--- src/rtl/serv_rf_ram_pkg.sv ---
// Shared definitions for the SERV register-file RAM interface: read FSM
// encoding, RAM geometry derivation and RAM address formation.
package serv_rf_ram_pkg;

    typedef enum logic [2:0] {
        IDLE   = 3'd0,
        FETCH0 = 3'd1,
        FETCH1 = 3'd2,
        READY  = 3'd3,
        STREAM = 3'd4
    } rd_state_e;

    function automatic bit width_ok(input int width);
        return (width == 4) || (width == 8) || (width == 16) || (width == 32);
    endfunction

    // RAM words per 32-bit register
    function automatic int wpr_of(input int width);
        return 32 / width;
    endfunction

    function automatic int aw_of(input int width);
        return 6 + $clog2(32 / width);
    endfunction

    // {reg, word_index} with a word-index field of iw bits (iw may be 0)
    function automatic logic [31:0] ram_addr(input logic [5:0] rreg,
                                             input logic [4:0] idx,
                                             input int iw);
        return ({26'd0, rreg} << iw) | {27'd0, idx};
    endfunction

endpackage

--- src/rtl/serv_rf_ram_wbuf.sv ---
// Write path: gathers the two serial write streams into RAM words and
// issues the port0 word, then the port1 word, one RAM write per cycle.
module serv_rf_ram_wbuf
    import serv_rf_ram_pkg::*;
#(
    parameter int WIDTH = 8,
    localparam int AW = aw_of(WIDTH)
) (
    input  logic             i_clk,
    input  logic             i_rst,
    input  logic [5:0]       i_wreg0,
    input  logic [5:0]       i_wreg1,
    input  logic             i_wen0,
    input  logic             i_wen1,
    input  logic             i_wdata0,
    input  logic             i_wdata1,
    output logic [AW-1:0]    o_waddr,
    output logic [WIDTH-1:0] o_wdata,
    output logic             o_wen
);

    localparam int IW = AW - 6;
    localparam int LW = $clog2(WIDTH);
    localparam logic [4:0] POS_MASK = 5'(WIDTH - 1);

    logic [4:0]       wcnt;
    logic [WIDTH-1:0] gat0, gat1, word0, word1;
    logic [WIDTH-1:0] gat0_nxt, gat1_nxt;
    logic [5:0]       wreg0_q, wreg1_q;
    logic             wen0_q, wen1_q;
    logic [4:0]       idx_q;
    logic             slot0, slot1;
    logic             active, boundary;
    logic [31:0]      waddr_w;

    assign active   = i_wen0 | i_wen1;
    assign boundary = active && ((wcnt & POS_MASK) == POS_MASK);
    assign gat0_nxt = {i_wdata0, gat0[WIDTH-1:1]};
    assign gat1_nxt = {i_wdata1, gat1[WIDTH-1:1]};

    always_ff @(posedge i_clk or posedge i_rst) begin
        if (i_rst) begin
            wcnt    <= '0;
            gat0    <= '0;
            gat1    <= '0;
            word0   <= '0;
            word1   <= '0;
            wreg0_q <= '0;
            wreg1_q <= '0;
            wen0_q  <= 1'b0;
            wen1_q  <= 1'b0;
            idx_q   <= '0;
            slot0   <= 1'b0;
            slot1   <= 1'b0;
        end else begin
            if (active) begin
                wcnt <= wcnt + 5'd1;
                gat0 <= gat0_nxt;
                gat1 <= gat1_nxt;
            end
            // The word boundary includes the bit arriving this cycle
            if (boundary) begin
                word0   <= gat0_nxt;
                word1   <= gat1_nxt;
                wreg0_q <= i_wreg0;
                wreg1_q <= i_wreg1;
                wen0_q  <= i_wen0;
                wen1_q  <= i_wen1;
                idx_q   <= wcnt >> LW;
            end
            slot0 <= boundary;
            slot1 <= slot0;
        end
    end

    always_comb begin
        o_wen   = 1'b0;
        waddr_w = '0;
        o_wdata = '0;
        if (slot0 && wen0_q) begin
            o_wen   = 1'b1;
            waddr_w = ram_addr(wreg0_q, idx_q, IW);
            o_wdata = word0;
        end else if (slot1 && wen1_q) begin
            o_wen   = 1'b1;
            waddr_w = ram_addr(wreg1_q, idx_q, IW);
            o_wdata = word1;
        end
    end

    assign o_waddr = waddr_w[AW-1:0];

endmodule

--- src/rtl/serv_rf_ram_if.sv ---
// Bridges SERV's bit-serial register file ports onto a WIDTH-bit RAM.
// Handshakes: i_rreq is a one-cycle request taken only in IDLE; o_ready pulses once and bit 0 streams the next cycle. o_ren is a read strobe whose data is on i_rdata one cycle later.
module serv_rf_ram_if
    import serv_rf_ram_pkg::*;
#(
    parameter int WIDTH = 8,
    localparam int AW = aw_of(WIDTH)
) (
    input  logic             i_clk,
    input  logic             i_rst,
    input  logic             i_rreq,
    output logic             o_ready,
    input  logic [5:0]       i_rreg0,
    input  logic [5:0]       i_rreg1,
    output logic             o_rdata0,
    output logic             o_rdata1,
    input  logic [5:0]       i_wreg0,
    input  logic [5:0]       i_wreg1,
    input  logic             i_wen0,
    input  logic             i_wen1,
    input  logic             i_wdata0,
    input  logic             i_wdata1,
    output logic [AW-1:0]    o_raddr,
    output logic             o_ren,
    input  logic [WIDTH-1:0] i_rdata,
    output logic [AW-1:0]    o_waddr,
    output logic [WIDTH-1:0] o_wdata,
    output logic             o_wen
);

    localparam int WPR = wpr_of(WIDTH);
    localparam int IW  = AW - 6;
    localparam int LW  = $clog2(WIDTH);
    localparam logic [4:0] POS_MASK = 5'(WIDTH - 1);

    if (!width_ok(WIDTH)) begin : g_bad_width
        $error("serv_rf_ram_if: WIDTH must be 4, 8, 16 or 32");
    end

    rd_state_e        state, state_nxt;
    logic [4:0]       bit_cnt, pos, word_k;
    logic [5:0]       rreg0, rreg1;
    logic [WIDTH-1:0] buf0, buf1, sr0, sr1;
    logic             last_word;
    logic [31:0]      raddr_w;

    assign pos       = bit_cnt & POS_MASK;
    assign word_k    = bit_cnt >> LW;
    assign last_word = (word_k == 5'(WPR - 1));

    always_ff @(posedge i_clk or posedge i_rst) begin
        if (i_rst) state <= IDLE;
        else       state <= state_nxt;
    end

    always_comb begin
        state_nxt = state;
        unique case (state)
            IDLE:    if (i_rreq) state_nxt = FETCH0;
            FETCH0:  state_nxt = FETCH1;
            FETCH1:  state_nxt = READY;
            READY:   state_nxt = STREAM;
            STREAM:  if (bit_cnt == 5'd31) state_nxt = IDLE;
            default: state_nxt = IDLE;
        endcase
    end

    always_comb begin
        o_ready = 1'b0;
        o_ren   = 1'b0;
        raddr_w = '0;
        unique case (state)
            FETCH0: begin
                o_ren   = 1'b1;
                raddr_w = ram_addr(rreg0, 5'd0, IW);
            end
            FETCH1: begin
                o_ren   = 1'b1;
                raddr_w = ram_addr(rreg1, 5'd0, IW);
            end
            READY: o_ready = 1'b1;
            STREAM: begin
                // Fetch the next word of each register early in the current word
                if (!last_word && pos == 5'd0) begin
                    o_ren   = 1'b1;
                    raddr_w = ram_addr(rreg0, word_k + 5'd1, IW);
                end else if (!last_word && pos == 5'd1) begin
                    o_ren   = 1'b1;
                    raddr_w = ram_addr(rreg1, word_k + 5'd1, IW);
                end
            end
            default: ;
        endcase
    end

    assign o_raddr  = raddr_w[AW-1:0];
    assign o_rdata0 = (state == STREAM) & sr0[0];
    assign o_rdata1 = (state == STREAM) & sr1[0];

    always_ff @(posedge i_clk or posedge i_rst) begin
        if (i_rst) begin
            rreg0   <= '0;
            rreg1   <= '0;
            buf0    <= '0;
            buf1    <= '0;
            sr0     <= '0;
            sr1     <= '0;
            bit_cnt <= '0;
        end else begin
            unique case (state)
                IDLE: if (i_rreq) begin
                    rreg0 <= i_rreg0;
                    rreg1 <= i_rreg1;
                end
                FETCH1: buf0 <= i_rdata;
                READY: begin
                    sr0     <= buf0;
                    sr1     <= i_rdata;
                    bit_cnt <= '0;
                end
                STREAM: begin
                    bit_cnt <= bit_cnt + 5'd1;
                    if (pos == POS_MASK && !last_word) begin
                        sr0 <= buf0;
                        sr1 <= buf1;
                    end else begin
                        sr0 <= sr0 >> 1;
                        sr1 <= sr1 >> 1;
                    end
                    if (!last_word && pos == 5'd1) buf0 <= i_rdata;
                    if (!last_word && pos == 5'd2) buf1 <= i_rdata;
                end
                default: ;
            endcase
        end
    end

    serv_rf_ram_wbuf #(.WIDTH(WIDTH)) u_wbuf (
        .i_clk    (i_clk),
        .i_rst    (i_rst),
        .i_wreg0  (i_wreg0),
        .i_wreg1  (i_wreg1),
        .i_wen0   (i_wen0),
        .i_wen1   (i_wen1),
        .i_wdata0 (i_wdata0),
        .i_wdata1 (i_wdata1),
        .o_waddr  (o_waddr),
        .o_wdata  (o_wdata),
        .o_wen    (o_wen)
    );

endmodule

--- config.mk ---
export PLATFORM = sky130hd
export DESIGN_NAME = serv_rf_ram_if
export DESIGN_NICKNAME = d
export VERILOG_FILES = /design/src/rtl/serv_rf_ram_pkg.sv /design/src/rtl/serv_rf_ram_wbuf.sv /design/src/rtl/serv_rf_ram_if.sv
export SDC_FILE = /design/constraint.sdc
export NUM_CORES = 1
export LEC_CHECK = 0
export CAP_MARGIN = 20
export CORE_MARGIN = 8
export CORE_UTILIZATION = 55
export DETAILED_ROUTE_END_ITERATION = 8
export PLACE_DENSITY = 0.84
export SKIP_LAST_GASP = 1
export SLEW_MARGIN = 15
export SYNTH_ARGS = -nofsm -noshare
export SYNTH_HDL_FRONTEND = slang
export SYNTH_HIERARCHICAL = 1
export SYNTH_SLANG_ARGS = --single-unit
--- constraint.sdc ---
create_clock -name i_clk -period 1.9 [get_ports i_clk]
set_clock_uncertainty 0.05 [all_clocks]
set_input_delay 0.38 -clock i_clk [delete_from_list [all_inputs] [get_ports i_clk]]
set_output_delay 0.38 -clock i_clk [all_outputs]
set_load 0.01 [all_outputs]
==> run summary <==
The flow ran to the end, but the final reports show violations. The final reports fail on negative setup slack. For the number of non-filler instances in the completed layout, the log shows 684. At the later pin of the worst-skew pair, clock insertion delay measures 0.38 ns.

The number of endpoints with negative hold slack in the final report was 0; the total half-perimeter wirelength after legalization and detailed placement was 8600 um. The layout overhead on the synthesized area works out to 28.3%. The share of synthesized flip-flops with an asynchronous set or reset works out to 1.00.

Counting the buffers created by CTS gives 9. The kind of cell with the highest combined delay on the critical path is flip-flops. Leaving out fill and tap cells, the most frequent cell in the layout is dfrtp_1.

The share of the core filled with cells was 0.711; the worst path arrival time was 1.71 ns. Entering global routing, the biggest net connects 54 pins. The part of the Yosys area used for sequential elements is 0.496. Power spread over the standard cell area amounts to 1480 nW/um^2.

The count of nets left with antenna violations after detail routing came out at 0. In the synthesized netlist the dominant register cell turns out to be dfrtp_1. The tools report the largest vdd supply drop as 0.817 mV. The synthesized design spends more area on one cell type than any other, namely dfrtp_1.

Dividing the detail-routed wire length by the instance count gives 18.7 um. The tools report the number of antenna violations at the first check in global routing as 0. The global routing usage summed across all routing layers is 0.197. The signal on the critical path passes through ha_2, nor3_2, buf_4, o211ai_1, nor2_1, buf_2. The tools report the minimum setup slack after placement as -0.342 ns. The top cell type's share of synthesized area came out at 0.496. Setup repair after global routing could not meet its margin everywhere. The die is 114 um tall. In the post-synthesis netlist, the biggest area contributors are dfrtp_1 50%, mux2_4 11%, mux2_2 6.0%. The total number of placement rows was 36. The fraction of layout instances using a drive strength above 1 works out to 0.405. The worst hold path belongs to the class in2async. The number of global-route vias before repair is 4039, and the maximum fanout along the worst path is 3. Before antenna repair, the detailed router went through 7 iterations.

The reg-to-reg critical path startpoint was bit_cnt[4]. For the finished layout, the period the worst path requires is 2.14 ns. The first routing iteration left 302 violations. 0 antenna diodes ended up in the layout.

The number of buffers and inverters on the critical path works out to 2. The setup path with the least slack is of type reg2out. The total overflow left after global routing is 0. Synthesis instantiated 52 different standard cells from the library. Input and output buffers added on the ports amount to 67. For this run, the number of Yosys warnings is 6.

The post-layout worst setup margin came out at -0.238 ns. The number of nets in the synthesized netlist is 477. For the number of pins with negative max-slew slack in the final report, the log shows 0.

Clock-pin slew was measured on the worst setup and hold paths at 0.11 ns. The congestion estimate from routability-driven global placement came to 0.814. The first global-routing pass estimated 20400 um of wire.

The width of the die is 114 um, and the leakage power figure is 0.00310 uW. The count of filler cells inserted in the layout is 635. The I/O pin total came out at 68. The tools report the capture instance of the worst register-to-register path as buf1[6]. Post-detailed-route DRC marker count: 0. The floorplan die area was 13000 sq um. For the maximum clock frequency, the log shows 0.468 GHz. TritonCTS built the clock tree. The final layout contains routed wiring with a total length of 12800 um.

The tool flagged a number of max-cap violations equal to 0. The startpoint type of the worst setup path was a flip-flop. No sink is reached through more buffers than the 2 on the longest clock path. For the post-synthesis instance area, the log shows 5290 sq um. Number of instances in the synthesized netlist: 429. Synthesis inferred 105 register bits. Worst-case headroom to the max-slew limit: 0.603.

After detailed routing, the number of vias per cell comes to 5.89. At the pin with the least slew margin, the transition time is 0.593 ns. The slowest cell on the critical path is dfrtp_1.

The kind of end point of the critical path is an output pin. The mean area per synthesized cell is 12.3 sq um, and the worst setup slack for register-to-register paths is 0.02 ns. The period utilization is 1.13, and the starting density of the core is 0.554. In the final layout, the multi-input gates occupy 2620 sq um. The final route contains 4028 vias. Buffer type at the clock tree root: clkbuf_8. The run gives 9550 sq um as the area of the core. The placed instance count is 651, and the count of flip-flops with a built-in enable after synthesis is 0. CTS built an H-tree with a depth of 3. Number of clock sinks seen by CTS: 105.

The number of nets in the layout is 594, and the area of all sequential standard cells is 2630 sq um. At the worst endpoint, the required time is 1.47 ns. The largest single stage delay on the critical path is 0.39 ns.

Setup violations remaining at the end of the flow were counted as 11. The top cell types in the final layout, fill and taps aside, are 102 x dfrtp_1, 49 x buf_4, 38 x clkdlybuf4s50_1, 38 x mux2_4, 29 x nand3_1. The number of cells on the worst reg-to-reg path is 7.
[cells by family after synthesis]
group	Yosys count	synth area share
AO/OA/AOI/OAI	94	0.129
XOR/XNOR	3	0.00497
adder cells (fa/ha/maj)	9	0.0213
buffers and inverters	36	0.0383
flip-flops	105	0.496
multiplexers	68	0.171
AND/OR/NAND/NOR	114	0.139
[layer usage]
metal | up-vias | routed length, um | GRT usage
met2 | 102 | 6470 | 0.319
met5 | - | 0 | 0
met4 | 0 | 246 | 0.0745
met3 | 23 | 545 | 0.0464
met1 | 2064 | 5500 | 0.252
li1 | 1839 | - | -
[registers in the layout (all words and copies together), names as in the netlist, 7 cells and up]
signal        flops
sr1               8
u_wbuf/word1      8
u_wbuf/gat1       7
buf0              8
sr0               8
buf1              8
u_wbuf/word0      8
u_wbuf/gat0       7
[what timing repair did]
action | in CTS | in global routing
resized for setup | 116 | 63
setup endpoints to repair | 45 | 45
pin swaps | 16 | 14
setup buffers | 9 | 6
hold buffers | 0 | 0
cloned | 0 | 3
[power breakdown]
part | internal, uW | switching, uW
Combinational | 2660 | 2060
Sequential | 3250 | 738
Clock | 497 | 813
[metrics by stage]
step | TNS [ns] | hold WS (ns) | area, sq um | power, uW
2_1_floorplan | 0 | 0.396 | 5290 | 6780
3_3_place_gp | -3.74 | 0.413 | 6390 | 8070
3_5_place_dp | -4.76 | 0.421 | 6390 | 8300
4_1_cts | -2.35 | 0.204 | 6710 | 9800
5_1_grt | -3.24 | 0.228 | 6790 | 10600
6_report | -2.06 | 0.217 | 6790 | 10000
[cells in the mapped netlist (2+ instances only)]
cell,instances
a211oi_1,7
a21boi_0,2
a21oi_1,11
a221o_1,7
a221oi_1,8
a22o_1,3
a22oi_1,9
and2_1,10
and3_1,8
and3b_1,11
buf_2,8
buf_4,3
buf_6,6
clkbuf_1,9
dfrtp_1,105
ha_1,9
inv_1,7
mux2_2,28
mux2_4,38
mux2i_1,2
nand2_1,18
nand2b_1,2
nand3_1,29
nand4b_1,8
nor2_1,4
nor2b_1,11
nor3_1,2
o2111ai_1,2
o211ai_1,9
o21ai_0,18
o22ai_1,6
o2bb2ai_1,7
xnor2_1,3
[how the worst max path moves through the flow]
stage	startpoint	endpoint	slack, ns	cells past startpoint
after detailed placement	bit_cnt[3]	o_raddr[6]	-0.34	6
after CTS	bit_cnt[4]	o_raddr[0]	-0.25	6
after floorplan	bit_cnt[3]	o_raddr[2]	0.01	4
after global routing	bit_cnt[4]	o_raddr[1]	-0.32	6
after global placement	bit_cnt[3]	o_raddr[2]	-0.30	6
final	bit_cnt[4]	o_raddr[0]	-0.24	6
[worst register-to-register path: stages, from the launching register on]
cell and delay [ns]:
dfrtp_1 0.39, ha_2 0.20, nor3_2 0.16, buf_4 0.16, buf_4 0.10, buf_4 0.10, nand3_2 0.24, mux2_2 0.36
[final cells by class]
class | count | share of cell area
inverters | 8 | 0.00479
well taps | 133 | 0.0245
multi-input cells | 289 | 0.386
repair buffers | 133 | 0.171
flip-flops and latches | 105 | 0.387
clock buffers | 10 | 0.0188
clock inverters | 6 | 0.00737
Power figures use the tool's default switching activity.
